$ cat src/rtl/fetch_queue_unit_pkg.sv
// Shared types for the fetch queue unit: queued fetch entry and fetch FSM states.
// The entry struct is sized by the package defaults; the top's WIDTH/INDEX must match them.
package fetch_queue_unit_pkg;

    localparam int unsigned DEFAULT_WIDTH = 32;
    localparam int unsigned DEFAULT_INDEX = 8;

    typedef struct packed {
        logic [DEFAULT_WIDTH-1:0] instr;
        logic [DEFAULT_WIDTH-1:0] pc;
        logic [DEFAULT_WIDTH-1:0] pred_pc;
        logic [DEFAULT_INDEX-1:0] ghr_index;
        logic [1:0]               pht_state;
        logic                     redirect;
    } fetch_entry_t;

    typedef enum logic [1:0] {
        ST_RESET,
        ST_FETCH,
        ST_STALL
    } fetch_state_t;

endpackage

$ cat src/rtl/fetch_queue_unit_if.sv
// Head-of-queue handshake bus from the fetch unit to decode.
interface fetch_queue_unit_if #(
    parameter int unsigned WIDTH = 32,
    parameter int unsigned INDEX = 8
);
    logic             outValid;
    logic             outReady;
    logic [WIDTH-1:0] outInstr;
    logic [WIDTH-1:0] outPC;
    logic [WIDTH-1:0] outPredPC;
    logic [INDEX-1:0] outGHRIndex;
    logic [1:0]       outPHTState;
    logic             outRedirect;

    modport master (
        output outValid, outInstr, outPC, outPredPC, outGHRIndex, outPHTState, outRedirect,
        input  outReady
    );

    modport slave (
        input  outValid, outInstr, outPC, outPredPC, outGHRIndex, outPHTState, outRedirect,
        output outReady
    );
endinterface

$ cat src/rtl/fetch_queue_unit_fetch_queue.sv
// Circular buffer of fetch entries with enqueue, dequeue and single-cycle clear.
// Head is read combinationally from storage; occupancy is guarded against over/underflow.
module fetch_queue
    import fetch_queue_unit_pkg::*;
#(
    parameter int unsigned DEPTH = 4
) (
    input  logic                     clk,
    input  logic                     rst,
    input  logic                     clear,
    input  logic                     enq,
    input  logic                     deq,
    input  fetch_entry_t             enq_entry,
    output fetch_entry_t             head,
    output logic [$clog2(DEPTH):0]   occupancy
);

    localparam int unsigned PTR_W = $clog2(DEPTH);
    localparam int unsigned CNT_W = PTR_W + 1;

    fetch_entry_t     mem [DEPTH];
    logic [PTR_W-1:0] rd_ptr;
    logic [PTR_W-1:0] wr_ptr;
    logic             deq_ok;
    logic             enq_ok;

    // A push into a full queue is only legal when the head leaves on the same edge.
    always_comb begin
        deq_ok = deq && (occupancy != '0);
        enq_ok = enq && ((occupancy != CNT_W'(DEPTH)) || deq_ok);
    end

    always_ff @(posedge clk) begin
        if (rst || clear) begin
            rd_ptr    <= '0;
            wr_ptr    <= '0;
            occupancy <= '0;
        end else begin
            if (enq_ok) wr_ptr <= wr_ptr + PTR_W'(1);
            if (deq_ok) rd_ptr <= rd_ptr + PTR_W'(1);
            occupancy <= occupancy + CNT_W'(enq_ok) - CNT_W'(deq_ok);
        end
    end

    always_ff @(posedge clk) begin
        if (enq_ok && !rst && !clear) mem[wr_ptr] <= enq_entry;
    end

    assign head = mem[rd_ptr];

endmodule

$ cat src/rtl/fetch_queue_unit.sv
// Fetch stage: next-PC selection (mispredict > JAL > BTB/gshare > sequential),
// fetch/stall FSM, and the instruction queue feeding decode.
module fetch_queue_unit
    import fetch_queue_unit_pkg::*;
#(
    parameter int unsigned     WIDTH    = DEFAULT_WIDTH,
    parameter int unsigned     DEPTH    = 4,
    parameter int unsigned     INDEX    = DEFAULT_INDEX,
    parameter logic [WIDTH-1:0] RESET_PC = '0
) (
    input  logic                   clk,
    input  logic                   globalReset,
    input  logic                   mispredict,
    input  logic [WIDTH-1:0]       correctTarget,
    input  logic                   isJAL,
    input  logic [WIDTH-1:0]       validAddress,
    input  logic                   btbHit,
    input  logic [WIDTH-1:0]       btbTarget,
    input  logic [1:0]             phtState,
    input  logic [INDEX-1:0]       ghrIndex,
    output logic [WIDTH-1:0]       fetchPC,
    input  logic [WIDTH-1:0]       imemData,
    fetch_queue_unit_if.master     head_bus,
    output logic [$clog2(DEPTH):0] occupancy
);

    localparam int unsigned CNT_W = $clog2(DEPTH) + 1;

    fetch_state_t     state;
    fetch_state_t     state_next;
    fetch_entry_t     enq_entry;
    fetch_entry_t     head;
    logic             redirect;
    logic             pred_taken;
    logic [WIDTH-1:0] pred_pc;
    logic             head_valid;
    logic             head_fire;
    logic             can_enq;
    logic             enq;

    always_comb begin
        redirect   = mispredict || isJAL;
        pred_taken = btbHit && phtState[1];
        pred_pc    = pred_taken ? btbTarget : fetchPC + WIDTH'(4);
        head_valid = (occupancy != '0);
        head_fire  = head_valid && head_bus.outReady;
        can_enq    = (occupancy < CNT_W'(DEPTH)) || head_fire;
    end

    // Next-state and enqueue decision; any redirect returns to FETCH.
    always_comb begin
        state_next = state;
        enq        = 1'b0;
        if (redirect) begin
            state_next = ST_FETCH;
        end else begin
            enq        = can_enq || (state == ST_RESET);
            state_next = can_enq ? ST_FETCH : ST_STALL;
        end
    end

    always_ff @(posedge clk) begin
        if (globalReset) state <= ST_RESET;
        else             state <= state_next;
    end

    always_ff @(posedge clk) begin
        if (globalReset)     fetchPC <= RESET_PC;
        else if (mispredict) fetchPC <= correctTarget;
        else if (isJAL)      fetchPC <= validAddress;
        else if (enq)        fetchPC <= pred_pc;
    end

    always_comb begin
        enq_entry           = '0;
        enq_entry.instr     = DEFAULT_WIDTH'(imemData);
        enq_entry.pc        = DEFAULT_WIDTH'(fetchPC);
        enq_entry.pred_pc   = DEFAULT_WIDTH'(pred_pc);
        enq_entry.ghr_index = DEFAULT_INDEX'(ghrIndex);
        enq_entry.pht_state = phtState;
        enq_entry.redirect  = pred_taken;
    end

    fetch_queue #(.DEPTH(DEPTH)) u_queue (
        .clk       (clk),
        .rst       (globalReset),
        .clear     (redirect),
        .enq       (enq),
        .deq       (head_fire && !redirect),
        .enq_entry (enq_entry),
        .head      (head),
        .occupancy (occupancy)
    );

    always_comb begin
        head_bus.outValid    = head_valid;
        head_bus.outInstr    = WIDTH'(head.instr);
        head_bus.outPC       = WIDTH'(head.pc);
        head_bus.outPredPC   = WIDTH'(head.pred_pc);
        head_bus.outGHRIndex = INDEX'(head.ghr_index);
        head_bus.outPHTState = head.pht_state;
        head_bus.outRedirect = head.redirect;
    end

endmodule

$ cat src/flat_wrapper.sv
// flat-port wrapper written by rule: the top's interface ports become plain ports
module fetch_queue_unit_flat import fetch_queue_unit_pkg::*;
#(
    parameter int unsigned     WIDTH    = DEFAULT_WIDTH,
    parameter int unsigned     DEPTH    = 4,
    parameter int unsigned     INDEX    = DEFAULT_INDEX,
    parameter logic [WIDTH-1:0] RESET_PC = '0
)
  (clk, globalReset, mispredict, correctTarget, isJAL, validAddress, btbHit, btbTarget, phtState, ghrIndex, fetchPC, imemData, occupancy, head_bus_outValid, head_bus_outInstr, head_bus_outPC, head_bus_outPredPC, head_bus_outGHRIndex, head_bus_outPHTState, head_bus_outRedirect, head_bus_outReady);
  fetch_queue_unit_if #(.WIDTH(WIDTH), .INDEX(INDEX)) head_bus_i ();
  input  logic clk;
  input  logic globalReset;
  input  logic mispredict;
  input  logic [WIDTH-1:0] correctTarget;
  input  logic isJAL;
  input  logic [WIDTH-1:0] validAddress;
  input  logic btbHit;
  input  logic [WIDTH-1:0] btbTarget;
  input  logic [1:0] phtState;
  input  logic [INDEX-1:0] ghrIndex;
  output logic [WIDTH-1:0] fetchPC;
  input  logic [WIDTH-1:0] imemData;
  output logic [$clog2(DEPTH):0] occupancy;
  output wire logic [$bits(head_bus_i.outValid)-1:0] head_bus_outValid;
  output wire logic [$bits(head_bus_i.outInstr)-1:0] head_bus_outInstr;
  output wire logic [$bits(head_bus_i.outPC)-1:0] head_bus_outPC;
  output wire logic [$bits(head_bus_i.outPredPC)-1:0] head_bus_outPredPC;
  output wire logic [$bits(head_bus_i.outGHRIndex)-1:0] head_bus_outGHRIndex;
  output wire logic [$bits(head_bus_i.outPHTState)-1:0] head_bus_outPHTState;
  output wire logic [$bits(head_bus_i.outRedirect)-1:0] head_bus_outRedirect;
  input wire logic [$bits(head_bus_i.outReady)-1:0] head_bus_outReady;
  assign head_bus_outValid = head_bus_i.outValid;
  assign head_bus_outInstr = head_bus_i.outInstr;
  assign head_bus_outPC = head_bus_i.outPC;
  assign head_bus_outPredPC = head_bus_i.outPredPC;
  assign head_bus_outGHRIndex = head_bus_i.outGHRIndex;
  assign head_bus_outPHTState = head_bus_i.outPHTState;
  assign head_bus_outRedirect = head_bus_i.outRedirect;
  assign head_bus_i.outReady = head_bus_outReady;
  fetch_queue_unit #(.WIDTH(WIDTH), .DEPTH(DEPTH), .INDEX(INDEX), .RESET_PC(RESET_PC)) u_core (.clk(clk), .globalReset(globalReset), .mispredict(mispredict), .correctTarget(correctTarget), .isJAL(isJAL), .validAddress(validAddress), .btbHit(btbHit), .btbTarget(btbTarget), .phtState(phtState), .ghrIndex(ghrIndex), .fetchPC(fetchPC), .imemData(imemData), .head_bus(head_bus_i), .occupancy(occupancy));
endmodule
$ cat config.mk
export PLATFORM = sky130hd
export DESIGN_NAME = fetch_queue_unit_flat
export DESIGN_NICKNAME = d
export VERILOG_FILES = /design/src/rtl/fetch_queue_unit_pkg.sv /design/src/rtl/fetch_queue_unit_if.sv /design/src/rtl/fetch_queue_unit_fetch_queue.sv /design/src/rtl/fetch_queue_unit.sv /design/src/flat_wrapper.sv
export SDC_FILE = /design/constraint.sdc
export NUM_CORES = 1
export LEC_CHECK = 0
export ABC_AREA = 1
export CAP_MARGIN = 20
export CORE_ASPECT_RATIO = 1.5
export CORE_MARGIN = 3
export CORE_UTILIZATION = 50
export CTS_BUF_LIST = sky130_fd_sc_hd__clkbuf_4 sky130_fd_sc_hd__clkbuf_8
export DETAILED_ROUTE_END_ITERATION = 16
export GPL_TIMING_DRIVEN = 1
export PLACE_DENSITY = 0.75
export SLEW_MARGIN = 20
export SYNTH_ARGS = -nofsm -noshare
export SYNTH_HDL_FRONTEND = slang
export SYNTH_SLANG_ARGS = --single-unit
$ cat constraint.sdc
create_clock -name clk -period 8.9 [get_ports clk]
set_input_delay 1.78 -clock clk [delete_from_list [all_inputs] [get_ports clk]]
set_output_delay 1.78 -clock clk [all_outputs]
set_load 0.02 [all_outputs]
# == Word-level counts from Yosys, hierarchy flattened ==
# Memories as Yosys holds them, arrays and structs flattened. A register that Yosys moved wholly into a read port is not among the register bits.
# Index checks and enable logic that the tools add are counted.
# classes
div_mod_pow,0
mux,11
add_sub_neg,5
multipliers,0
n_eq_ne,1
shift,0
n_reduce_logical,18
bitwise,0
n_lt_le_gt_ge,1
# ops
operator,count
two-way mux 32 bit,4
"adder 32 x 3 -> 32 bit, second input constant",1
logical AND 1 bit,7
two-way mux 2 bit,3
nonzero test 3 bit,2
logical OR 1 bit,5
"adder 2 x 1 -> 2 bit, second input constant",2
two-way mux 1 bit,4
adder 3 x 1 -> 3 bit,1
"less-than comparator 3 bit, second input constant",1
"inequality test 3 bit, second input constant",1
subtractor 3 x 1 -> 3 bit,1
zero test 1 bit,2
zero test 2 bit,1
OR reduction 2 bit,1
# word_totals
elab_cells,43
mem_bits_rw,428
output_inout_bits,143
reg_bits,41
rom_bits,0
in_bits,144
memories,1
latch_bits,0
# memory_table
name,depth,width,rd,rd_ports_with_merged_regs,wr,line_no,text
u_core.u_queue.mem,4,107,1,1,1,fetch_queue_unit_fetch_queue.sv:21,fetch_entry_t mem [DEPTH];

# == Depth between registers and ports, before layout ==
# Gate-level depths: netlist (run 1).
# depth
word_depth,10
ltp_mapped,13
mapped_depth_nobuf,13

# == Cells and area by module ==
# Synthesis (run 1) repeated with hierarchy kept, for this count alone.
# hier_totals
hier_cells,1701
area_unflattened_um2,19641.3
# by_module_without_submodules
mod,cells_per_inst,seq_area_each_um2,instances,area_per_inst_um2
fetch_queue,1107,13032.5,1,16348.2
fetch_queue_unit,594,680.7,1,3293.2

# == Worst setup path before layout (run 1) ==
# Ideal clock, no wire load.
# synth_path
path_type,input port to flip-flop
from,in mispredict
to,mem u_core.u_queue.mem[0][0] in the netlist's numbering (enable)
setup_time_ps,574
slack_ps,1544
n_path_buf,0
t_required_ps,8326
stages,5
arrival_ps,6782
cell_sequence,nor2_1 -> inv_1 -> nor2_1 -> nand2_1 -> nor2_1
# synth_via
elab_chain_cells,10
elab_cells_between_ends,11
classes_between,mux: 3; reduce/logical: 8
# synth_rtl
item,line_no,text
from (decl),flat_wrapper.sv:13,input logic mispredict;
logical OR 1 bit *,fetch_queue_unit.sv:42,redirect = mispredict || isJAL;
zero test 1 bit,"fetch_queue_unit_fetch_queue.sv:46, fetch_queue_unit.sv:89",
logical AND 1 bit,fetch_queue_unit.sv:89,".deq (head_fire && !redirect),"
logical AND 1 bit,fetch_queue_unit_fetch_queue.sv:29,deq_ok = deq && (occupancy != '0);
logical OR 1 bit,fetch_queue_unit_fetch_queue.sv:30,enq_ok = enq && ((occupancy != CNT_W'(DEPTH)) || deq_ok);
logical AND 1 bit,fetch_queue_unit_fetch_queue.sv:30,
logical AND 1 bit,fetch_queue_unit_fetch_queue.sv:46,if (enq_ok && !rst && !clear) mem[wr_ptr] <= enq_entry;
logical AND 1 bit *,fetch_queue_unit_fetch_queue.sv:46,
two-way mux 1 bit *,fetch_queue_unit_fetch_queue.sv:46,
two-way mux 1 bit (not written as such) *,fetch_queue_unit_fetch_queue.sv:46,
to (decl),fetch_queue_unit_fetch_queue.sv:21,
# Mark *: on every way between the ends. The rest lies on a longest branch, timed or not.

==> flow_summary_export.csv, run 1 <==
group,metric,value,unit
yosys,synth-seq-area-share,70.9,%
timing,final-hold-violation-count,0,
yosys,synth_top_area_cell,"edfxtp_1",
detailed_routing,first_pass_iters,6,
setup_path,crit_type,"reg -> out",
clock_network,ctsResizeCount,0,
detailed_routing,wl_met3,4.50,mm
setup_path,startpoint_type,"flip-flop",
yosys,synth.most_common_cell,"edfxtp_1",
yosys,yosysUniqueCellTypes,40,
die,fp.dieW,167,µm
clock_network,cts_tree,"built",
detailed_routing,drt-met1-wl,20.1,mm
placed_design,numPortBuffers,286,
pwr,p_leak,8.46,nW
setup_path,crit_fanout,154,
detailed_routing,drt_wl_total,52.9,mm
yosys,synthTopCellsByCount,"428 x edfxtp_1, 322 x nor2_1, 270 x o21ai_0",
clock_network,clkLatencyLatePin,0.62,ns
die,die_area,41100,µm²
yosys,ys_warn_count,0,
cells_and_area,syn_to_final_growth,24.5,%
global_routing,grt_overflow,0,
global_routing,grtUsageTotal,25.0,%
clock_network,cts_root_buf,"clkbuf_8",
timing,relSlewSlack,25.4,%
die,rows,87,
global_routing,antenna_found_initial,4,
clock_network,post_cts_buffers,0,
timing,holdWs,0.540,ns
placed_design,dp.cells,2367,
detailed_routing,drtIter0Drc,1518,
cells_and_area,num-nets-final,2103,
setup_path,crit_required,7.12,ns
yosys,ys.flop_type,"edfxtp_1",
yosys,async_reset_ff_share,0,%
clock_network,cts.clk_slew.worst_paths,0.07,ns
placed_design,dpl.hpwl,32.6,mm
timing,tightest_slew,1.12,ns
timing,rsz0062_at_grt,"no",
timing,skew,0.0332,ns
yosys,synth_area_leaders,"edfxtp_1 66%, o21ai_0 7.0%, nor2_1 6.3%",
flow_run,cap_violations,0,
detailed_routing,dr_wl_met2,26.6,mm
clock_network,htreeDepth,3,
setup_path,crit_arrival,4.03,ns
yosys,syn_nets,1825,
detailed_routing,vias_per_cell,5.70,
clock_network,cts_hold_buf,0,
cells_and_area,nFillCells,2922,
global_routing,grt_first_pass_wirelength,79.3,mm
timing,fin_crit_sh,65.3,%
timing,setup-tns-final,0,ns
yosys,syn_inst,1673,
detailed_routing,antenna_left,0,
pwr,peakVddDrop,125,µV
yosys,yosys.area.top_type_share,66.5,%
pwr,p_total,4.61,mW
placed_design,gp_congestion,0.918,
yosys,netlist_area,19300,µm²
detailed_routing,drc_errors,0,
global_routing,grt_start_max_net_pins,155,
die,coreArea,37900,µm²
die,die_y,247,µm
die,io_pins,287,
yosys,synth_edf_count,428,
detailed_routing,wl_per_cell,21.2,µm
pwr,power.density,191,nW/µm²
global_routing,grt_pass1_vias,13900,
cells_and_area,final_cells,2494,
die,initial_core_util,51.0,%
hold_path,hp-class,"reg -> reg",
yosys,ys_ff_latch,471,
outcome,status,"completed",
clock_network,clkSinkCount,471,
cells_and_area,drive_gt1_share,8.69,%
clock_network,clockBufferDepth,3,
timing,maxSlewViolCount,0,
timing,fmax,0.172,GHz
yosys,avgSynthCellArea,11.6,µm²
timing,layout_min_cycle_time,5.81,ns
detailed_routing,top_layer_used,"met4",
timing,setup_viol,0,
setup_path,end_kind,"output pin",
detailed_routing,num_vias,14200,
clock_network,cts_made_buffers,69,
metal layers:
metal  track usage, %  up-vias
met4             9.81        0
met1             31.7     6811
met5                0        -
li1                 -     6531
met3             4.86      119
met2             42.6      744
sequential cells by signal, indices dropped and copies added (netlist names), named ones only:
signal                    cells
u_core.fetchPC               32
u_core.u_queue.rd_ptr         2
u_core.u_queue.wr_ptr         2
u_core.u_queue.mem          428
u_core.state                  2
u_core.u_queue.occupancy      3
logic make-up after synthesis:
kind of cell / after synthesis / share of synthesized area, %
simple gates: 567 / 12.0
flops: 471 / 70.9
compound gates: 444 / 12.5
buf+inv: 172 / 3.53
xor+xnor: 11 / 0.498
fa+ha+maj: 8 / 0.557
through the flow:
step	utilization, %	setup slack, ns	instance area, µm²
after global routing	63.5	2.87	24100
after CTS	63.4	3.02	24000
after floorplan	-	1.54	19300
final	63.5	3.09	24100
after detailed placement	59.6	3.55	22600
after global placement	59.6	3.60	22600
area by class of cell:
type / instances / area [µm²] / share of cell area (%)
antenna: 2 / 5.00 / 0.0208
tap: 489 / 612 / 2.54
clock inverter: 26 / 251 / 1.04
timing repair buffer: 304 / 3010 / 12.5
inverter: 75 / 288 / 1.20
multi-input combinational: 1030 / 4980 / 20.7
sequential: 471 / 13700 / 57.0
clock buffer: 97 / 1200 / 5.00
power breakdown:
group / total (mW) / leakage, nW / switching (mW) / internal (mW)
Sequential: 2.49 / 4.27 / 0.0365 / 2.45
Combinational: 0.303 / 3.42 / 0.170 / 0.133
Clock: 1.82 / 0.768 / 0.796 / 1.02
Total: 4.61 / 8.46 / 1.00 / 3.61
cell usage in the layout (no fill, tap or decap), drive strengths merged, types with 3 or more instances in the layout:
cell and instances:
edfxtp 428, nor2 332, clkdlybuf4s50 285, o21ai 277, nand2 183, o22ai 107, clkbuf 97, inv 76
dfxtp 43, a21oi 43, nand3 36, buf 19, clkinv 19, xor2 9, a31oi 9, ha 7
or2 6, bufinv 5, o211ai 5, nor3b 3, nor3 3
worst max-delay path, cell delays in order (launching register included):
cell,delay [ns]
dfxtp_4,0.52
buf_12,0.28
inv_6,0.74
buf_4,0.65
o21ai_0,0.16
o22ai_1,0.27
clkdlybuf4s50_1,0.67
worst paths after layout:
path	start	to	slack, ns	cells past startpoint
setup reg to reg	u_core.u_queue.occupancy[1]	u_core.u_queue.mem[1][100]	6.17	7
hold / removal	u_core.u_queue.wr_ptr[0]	u_core.u_queue.wr_ptr[0]	0.54	2
setup / recovery	flip-flop	head_bus_outPC[11]	3.09	6
hold reg to reg	u_core.u_queue.wr_ptr[0]	u_core.u_queue.wr_ptr[0]	0.54	2
Power figures use the tool's default switching activity.
==> run 2: changes to the inputs <==
==> constraint.sdc (replaced) <==
create_clock -name clk -period 6.1 [get_ports clk]
set_input_delay 1.22 -clock clk [delete_from_list [all_inputs] [get_ports clk]]
set_output_delay 1.22 -clock clk [all_outputs]
set_load 0.02 [all_outputs]
==> flow_summary_export.csv, run 2 (same netlist as run 1, synthesis figures left out) <==
group,metric,value,unit
outcome,status,"completed",
clock_network,post_cts_buffers,0,
setup_path,startpoint_type,"flip-flop",
detailed_routing,vias_per_cell,5.69,
clock_network,cts_hold_buf,0,
cells_and_area,syn_to_final_growth,24.4,%
detailed_routing,antenna_left,0,
cells_and_area,fin_area,24000,µm²
detailed_routing,wl_per_cell,20.8,µm
detailed_routing,first_pass_iters,5,
setup_path,cp_slowest_cell,"clkdlybuf4s50_1",
pwr,power.density,274,nW/µm²
pwr,p_clk_share,38.2,%
timing,fin_ws,1.25,ns
detailed_routing,num_vias,14200,
pwr,p_leak,8.41,nW
clock_network,cts_tree,"built",
timing,maxSlewViolCount,0,
cells_and_area,multi_input_area,4970,µm²
setup_path,reg2reg_from,"u_core.u_queue.occupancy[2]",
timing,fmax,0.206,GHz
placed_design,gp_congestion,0.886,
die,initial_core_util,51.0,%
die,die_y,247,µm
timing,tightest_slew,1.31,ns
setup_path,path_buf_inv,3,
timing,skew,0.0403,ns
cells_and_area,top_regs,"u_core.u_queue.mem x428, u_core.fetchPC x32, u_core.u_queue.occupancy x3",
placed_design,numPortBuffers,286,
detailed_routing,drtIter0Drc,1450,
global_routing,grt_first_pass_wirelength,78.6,mm
clock_network,clkLatencyLatePin,0.61,ns
setup_path,crit_type,"reg -> out",
clock_network,clockBufferDepth,3,
clock_network,clkSinkCount,471,
global_routing,grt_start_max_net_pins,215,
global_routing,antenna_found_initial,3,
hold_path,hp-class,"reg -> reg",
pwr,comb_power_share,6.6,%
placed_design,dp.cells,2367,
clock_network,htreeDepth,3,
cells_and_area,num-nets-final,2101,
placed_design,post-place-ws,1.36,ns
cells_and_area,largest_reg_flops,428,
setup_path,path_delay_family,"buffers and inverters",
setup_path,max_stage_delay,0.69,ns
pwr,p_total,6.59,mW
timing,setup-tns-final,0,ns
timing,final-hold-violation-count,0,
timing,layout_min_cycle_time,4.85,ns
die,coreArea,37900,µm²
cells_and_area,layout_common_cells,"428 x edfxtp_1, 318 x nor2_1, 285 x clkdlybuf4s50_1",
cells_and_area,final_common_cell,"edfxtp_1",
cells_and_area,regArea,13700,µm²
flow_run,cap_violations,0,
hold_path,hp-start,"u_core.u_queue.rd_ptr[1]",
pwr,netSwitchingFraction,22.1,%
global_routing,grt_overflow,0,
clock_network,cts.clk_slew.worst_paths,0.07,ns
clock_network,ctsResizeCount,0,
timing,rsz0062_at_grt,"no",
cells_and_area,final_cells,2494,
detailed_routing,drt_wl_total,52.0,mm
cells_and_area,drive_gt1_share,8.54,%
clock_network,cts_made_buffers,69,
clock_network,cts_root_buf,"clkbuf_8",
die,die_area,41100,µm²
setup_path,crit_required,4.88,ns
die,rows,87,
die,io_pins,287,
pwr,switchingPower,1.46,mW
setup_path,crit_arrival,3.63,ns
setup_path,crit_fanout,61,
timing,relSlewSlack,12.4,%
cells_and_area,top_register,"u_core.u_queue.mem",
pwr,p_int,5.13,mW
placed_design,dpl_cell_area,22700,µm²
detailed_routing,drc_errors,0,
timing,fin_crit_sh,79.4,%
pwr,peakVddDrop,170,µV
global_routing,grtUsageTotal,24.6,%
cells_and_area,nFillCells,2896,
timing,setup_viol,0,
setup_path,crit_chain,"clkinv_2 > buf_4 > o21ai_0 > o22ai_1 > clkdlybuf4s50_1",
pwr,p_seq_share,55.1,%
global_routing,grt_pass1_vias,13900,
placed_design,dpl.hpwl,32.1,mm
die,fp.dieW,167,µm
setup_path,end_kind,"output pin",
## run 2: changes by cell type in the layout (fill, tap and decap cells not counted), sizes merged
| cell | before | now |
|---|---|---|
| buf | 19 | 17 |
| clkbuf | 97 | 98 |
| clkinvlp | 1 | 2 |
| clkinv | 19 | 22 |
| bufinv | 5 | 2 |
## run 2: worst min-delay path: cells and delay by family, from the launching register on
kind | cells | cell delay [ns]
and+or+nand+nor | 2 | 0.15
buffers and inverters | 1 | 0.05
DFF | 1 | 0.31
## run 2: power groups by stage
stage	registers (mW)	clock network, mW	logic, mW
final	3.63	2.52	0.438
after global routing	3.64	2.71	0.469
after CTS	3.63	2.56	0.438
after detailed placement	3.70	0	0.435
after global placement	3.70	0	0.429
after floorplan	3.70	0	0.166
## run 2: through the flow
| stage | hold WS (ns) | util, % |
|---|---|---|
| after CTS | 0.530 | 63.5 |
| after global routing | 0.573 | 63.5 |
| final | 0.541 | 63.5 |
| after detailed placement | 0.520 | 59.8 |
| after floorplan | 0.474 | - |
| after global placement | 0.490 | 59.8 |
## run 2: path summary, 6_finish.rpt
check	endpoint	slack (ns)	cells after the start
worst min register to register	flip-flop	0.54	3
worst max register to register	u_core.u_queue.mem[1][21]	3.36	8
worst min-delay path	flip-flop	0.54	3
worst max-delay path	head_bus_outPredPC[7]	1.25	5
## run 2: final cells by class
class                           count  area share, %
Sequential cell                   471           57.1
Multi-Input combinational cell   1030           20.7
Timing Repair Buffer              302           12.7
Clock buffer                       98           4.98
Tap cell                          489           2.54
Inverter                           75           1.20
Clock inverter                     27          0.765
Antenna cell                        2         0.0208
## run 2: layer usage
metal	part of all wire (%)	track usage, %	up-vias
met5	0.019	0	-
met4	4.6	11.8	2
met3	7.9	4.57	127
met2	49	40.9	716
met1	39	31.3	6808
li1	-	-	6527
==> run 3: changes to the inputs <==
--- a/config.mk
+++ b/config.mk
@@ -13,7 +13,7 @@
 export CTS_BUF_LIST = sky130_fd_sc_hd__clkbuf_4 sky130_fd_sc_hd__clkbuf_8
 export DETAILED_ROUTE_END_ITERATION = 16
 export GPL_TIMING_DRIVEN = 1
-export PLACE_DENSITY = 0.75
+export PLACE_DENSITY = 0.77
 export SLEW_MARGIN = 20
 export SYNTH_ARGS = -nofsm -noshare
 export SYNTH_HDL_FRONTEND = slang
==> constraint.sdc (replaced) <==
create_clock -name clk -period 4.1 [get_ports clk]
set_input_delay 0.82 -clock clk [delete_from_list [all_inputs] [get_ports clk]]
set_output_delay 0.82 -clock clk [all_outputs]
set_load 0.02 [all_outputs]
==> flow_summary_export.csv, run 3 (same netlist as run 1, synthesis figures left out) <==
group,metric,value,unit
placed_design,dp.cells,2379,
die,initial_core_util,51.0,%
timing,tightest_slew,0.754,ns
global_routing,antenna_found_initial,5,
clock_network,cts_tree,"built",
detailed_routing,drtIter0Drc,1408,
pwr,p_total,9.86,mW
timing,fin_crit_sh,94.9,%
global_routing,grt_util_met1,29.5,%
timing,holdWs,0.526,ns
pwr,comb_power_share,6.6,%
placed_design,dpl.hpwl,32.5,mm
outcome,status,"completed",
pwr,peakVddDrop,249,µV
cells_and_area,final_cells,2504,
setup_path,startpoint_type,"flip-flop",
clock_network,cts_root_buf,"clkbuf_8",
placed_design,gp_congestion,0.898,
setup_path,crit_type,"reg -> out",
die,die_area,41100,µm²
detailed_routing,num_vias,14200,
cells_and_area,fin_area,24200,µm²
pwr,p_int,7.72,mW
global_routing,grt_start_max_net_pins,127,
global_routing,grt_pass1_vias,14100,
clock_network,clockBufferDepth,3,
global_routing,grt_use_met3,4.59,%
timing,fin_ws,0.207,ns
hold_path,hp-class,"reg -> reg",
setup_path,crit_fanout,80,
detailed_routing,antenna_left,0,
clock_network,clkLatencyLatePin,0.61,ns
cells_and_area,fin_util,63.9,%
detailed_routing,wl_per_cell,20.7,µm
die,die_y,247,µm
global_routing,grt_first_pass_wirelength,78.5,mm
global_routing,use_met2,42.1,%
timing,final-hold-violation-count,0,
setup_path,crit_required,3.28,ns
cells_and_area,final_common_cell,"edfxtp_1",
cells_and_area,largest_reg_flops,428,
detailed_routing,drc_errors,0,
detailed_routing,vias_per_cell,5.68,
timing,skew,0.0250,ns
flow_run,cap_violations,0,
global_routing,busiest_layer,"met2",
setup_path,end_kind,"output pin",
hold_path,min_path_cells,2,
cells_and_area,layout_common_cells,"428 x edfxtp_1, 318 x nor2_1, 285 x clkdlybuf4s50_1",
clock_network,ctsResizeCount,0,
timing,setup-tns-final,0,ns
pwr,p_clk_share,38.6,%
placed_design,dpl_cell_area,22800,µm²
die,io_pins,287,
cells_and_area,drive_gt1_share,9.00,%
timing,fmax,0.257,GHz
pwr,power.density,407,nW/µm²
die,rows,87,
pwr,netSwitchingFraction,21.7,%
clock_network,cts_hold_buf,0,
pwr,p_seq_share,54.8,%
placed_design,post-place-ws,0.621,ns
cells_and_area,top_register,"u_core.u_queue.mem",
timing,maxSlewViolCount,0,
detailed_routing,first_pass_iters,5,
cells_and_area,num-nets-final,2110,
clock_network,cts.clk_slew.worst_paths,0.07,ns
global_routing,grtUsageTotal,24.6,%
clock_network,post_cts_buffers,0,
clock_network,clkSinkCount,471,
setup_path,crit_arrival,3.07,ns
pwr,p_leak,8.50,nW
detailed_routing,drt_wl_total,51.7,mm
cells_and_area,syn_to_final_growth,25.2,%
placed_design,numPortBuffers,286,
clock_network,htreeDepth,3,
setup_path,reg2reg_depth,9,
clock_network,cts_made_buffers,66,
cells_and_area,top_regs,"u_core.u_queue.mem x428, u_core.fetchPC x32, u_core.u_queue.occupancy x3",
pwr,switchingPower,2.14,mW
timing,relSlewSlack,49.7,%
die,fp.dieW,167,µm
global_routing,grt_overflow,0,
timing,layout_min_cycle_time,3.89,ns
die,coreArea,37900,µm²
cells_and_area,nFillCells,2842,
timing,rsz0062_at_grt,"no",
timing,setup_viol,0,
-- run 3: cell types whose count changed in the layout (fill, tap and decap cells not counted), sizes merged --
cell | previous run | this run
buf | 17 | 29
bufinv | 2 | 3
clkbuf | 98 | 97
clkinv | 22 | 20
clkinvlp | 2 | 1
diode | 2 | 5
inv | 76 | 74
-- run 3: cell type report --
| cell class | instances | area, µm² | share of cell area [%] |
|---|---|---|---|
| diodes | 5 | 12.5 | 0.0517 |
| clock buffers | 97 | 1220 | 5.05 |
| clock inverters | 23 | 179 | 0.739 |
| inverters | 75 | 288 | 1.19 |
| multi-input cells | 1030 | 4970 | 20.5 |
| flip-flops and latches | 471 | 13700 | 56.7 |
| well taps | 489 | 612 | 2.53 |
| repair buffers | 314 | 3210 | 13.2 |
-- run 3: per-layer routing --
metal	wire [µm]	share of wire [%]
met1	19000	37
met2	26100	51
met3	4030	7.8
met4	2550	4.9
met5	0	0
-- run 3: power by group through the flow --
stage | combinational, mW | clock, mW | sequential (mW)
after floorplan | 0.248 | 0 | 5.51
after global placement | 0.636 | 0 | 5.50
after detailed placement | 0.648 | 0 | 5.50
after CTS | 0.653 | 3.86 | 5.40
after global routing | 0.699 | 4.08 | 5.41
final | 0.654 | 3.80 | 5.40
-- run 3: path summary, 6_finish.rpt --
kind / start / slack, ns / to
worst max-delay path: flip-flop / 0.21 / head_bus_outPredPC[8]
worst max register to register: u_core.fetchPC[2] / 1.72 / u_core.u_queue.mem[1][31]
worst min register to register: u_core.u_queue.wr_ptr[0] / 0.53 / u_core.u_queue.wr_ptr[0]
worst min-delay path: u_core.u_queue.wr_ptr[0] / 0.53 / u_core.u_queue.wr_ptr[0]
-- run 3: worst max-delay path: stages (launching register included) --
cell and delay (ns):
dfxtp_4 0.51, inv_6 0.52, buf_4 0.35, o21ai_0 0.11, o22ai_1 0.25, clkdlybuf4s50_1 0.67
==> RTL edit (settings of run 3) <==
Encoding of `fetch_state_t`: now one-hot (3 bits for 3 states).
--- a/src/rtl/fetch_queue_unit_pkg.sv
+++ b/src/rtl/fetch_queue_unit_pkg.sv
@@ -16,6 +16,6 @@
 
-    typedef enum logic [1:0] {
-        ST_RESET,
-        ST_FETCH,
-        ST_STALL
+    typedef enum logic [2:0] {
+        ST_RESET = 3'b001,
+        ST_FETCH = 3'b010,
+        ST_STALL = 3'b100
     } fetch_state_t;
Function: same outputs for any inputs over 4 cycles, from zero or initial values and one cycle with globalReset high; so few cycles prove little.
==> RTL edit against run 3 <==
Global-route usage shrank 0.054 points. Non-clock buffer count is the same. Total power shrank 1.5%. Setup slack gained 0.034 ns. Final area shrank 0.53%. Sequential share of layout area grew 0.39 points. Sequential cell count grew 1. Synthesized area grew 0.12%. Routed wire length is essentially flat. Largest power group unchanged.
==> RTL edit: results (changes against run 3) <==
Placer Congestion 0.8860 (-1.4%); status finished, final reports clean; CP Capture Point head_bus_outPC[21]; Reg clk slew, reported paths roughly 0.060 ns; Clock Tree Root clkbuf_8; R2R Path End u_core.u_queue.mem[0][39]; flop2flop setup slack 1.69 ns (-0.03 ns); Syn Nets 1815 (-0.55%); Clk Latency, worst-skew pair 0.62 ns; first-pass GRT wire length 78340 µm (-0.25%); Filler Cells Inserted 2860 (+0.63%); Net Sw Frac 0.2188 (+0.002100); vias in the first global route 13930 (-1.3%); Post-synth EDFFs 428 (unchanged); Layout Nets 2099 (-0.52%); Buffers on Ports 286 (unchanged); Hold Startpoint u_core.u_queue.wr_ptr[0]; FMAX 259.2 MHz (+0.89%); first-pass detailed-route iteration total 6 (+1); crit-path max FO 130 (+63%); pin count of the biggest net entering global routing 131 (+3.1%); Post CTS Setup Buffer Count 0 (unchanged); top cells by area, synth edfxtp_1 (66%), o21ai_0 (6.6%), nor2_1 (6.1%); R2R depth 9 (unchanged); Largest regs u_core.u_queue.mem x428, u_core.fetchPC x32; hold path cells 2 (unchanged); Syn. warnings 0 (unchanged); ys async rst share 0 (unchanged); share of cells above drive strength 1 0.09369 (+0.003638); crit start category flip-flop; slew of the pin with the lowest slew margin 0.8301 ns (+0.07606 ns); Clock Tree Buf Depth 3 (unchanged); Max Clock Skew 0.02469 ns (-0.0003216 ns); unique cell type count in the Yosys netlist 41 (+2.5%); DRT iter0 DRCs 1379 (-2.1%); Finished Layout Cells 2490 (-0.56%); Post-CTS Resized 0 (unchanged); cell count after placement 2367 (-0.50%); sequential area share after synthesis 0.7094 (about the same); Hold Path Class flip-flop to flip-flop; Commonest cells post-synth edfxtp_1 (428), nor2_1 (316), o21ai_0 (256); Arrival @ worst endpoint 3.04 ns (-0.03 ns); CTS Buf Count 67 (+1.5%); Mean Syn Cell Area 11.64 µm² (+0.73%); Avg Vias per Cell 5.702 (+0.41%); worst r2r src u_core.fetchPC[2]; Global Route Usage Sum 0.2459 (-0.0005375); estimated wirelength of the detail-placed design 32450 µm (-0.14%); Setup WS pre-CTS 0.8488 ns (+0.2277 ns); initial antenna violation count 5 (unchanged); worst ir drop on vdd 0.0002371 V (-4.6%); Lkg Pwr 8.265 nW (-2.8%); H-tree levels 3 (unchanged); per-cell routed wire length 20.78 µm (+0.60%)
[RTL edit: worst max-delay path, stage by stage (launching register included)]
cell and delay [ns]:
dfxtp_4 0.67, buf_12 0.42, o21ai_0 0.19, o22ai_1 0.31
clkdlybuf4s50_1 0.67
[RTL edit: worst min path at each step]
| stage | slack [ns] | to |
|---|---|---|
| CTS | 0.51 | u_core.u_queue.wr_ptr[0] |
| floorplan | 0.47 | u_core.u_queue.wr_ptr[0] |
| finish | 0.51 | u_core.u_queue.wr_ptr[0] |
| detailed placement | 0.50 | u_core.u_queue.wr_ptr[0] |
| global placement | 0.50 | u_core.u_queue.wr_ptr[0] |
| global route | 0.55 | u_core.u_queue.wr_ptr[0] |
[RTL edit: layer usage]
layer	vias to the layer above	GRT usage	wire length, µm
met5	-	0	10
li1	6536	-	-
met1	6789	0.3054	19800
met2	720	0.4171	25700
met3	152	0.03854	3563
met4	2	0.1316	2678
[RTL edit: final cells by class]
type	instances	share of cell area
Antenna cell	5	0.0005195
Clock buffer	99	0.04982
Clock inverter	19	0.005195
Inverter	57	0.009143
Multi-Input combinational cell	1035	0.2079
Sequential cell	472	0.5705
Tap cell	489	0.02540
Timing Repair Buffer	314	0.1315
[RTL edit: metrics by stage]
stage,hold WS [ns],cell area (µm²)
finish,0.5111,24090
detailed placement,0.5021,22750
global placement,0.4972,22750
CTS,0.5114,24070
global route,0.5548,24090
floorplan,0.4735,19370
[RTL edit: power by group through the flow]
stage               logic [mW]  clock network (mW)  registers (mW)
detailed placement       0.659                   0            5.53
global placement         0.648                   0            5.52
CTS                      0.662                3.68            5.42
floorplan                0.257                   0            5.52
finish                   0.665                3.62            5.43
global route             0.711                3.89            5.43
[RTL edit: cell families (layout without fill, tap and decap cells)]
| family | after synthesis | in the layout | synth area share |
|---|---|---|---|
| compound gates | 452 | 452 | 0.1265 |
| xor+xnor | 7 | 7 | 0.003167 |
| fa+ha+maj | 8 | 8 | 0.005558 |
| buf+inv | 156 | 489 | 0.03361 |
| flops | 472 | 472 | 0.7094 |
| other cells | 0 | 5 | 0 |
| simple gates | 568 | 568 | 0.1218 |
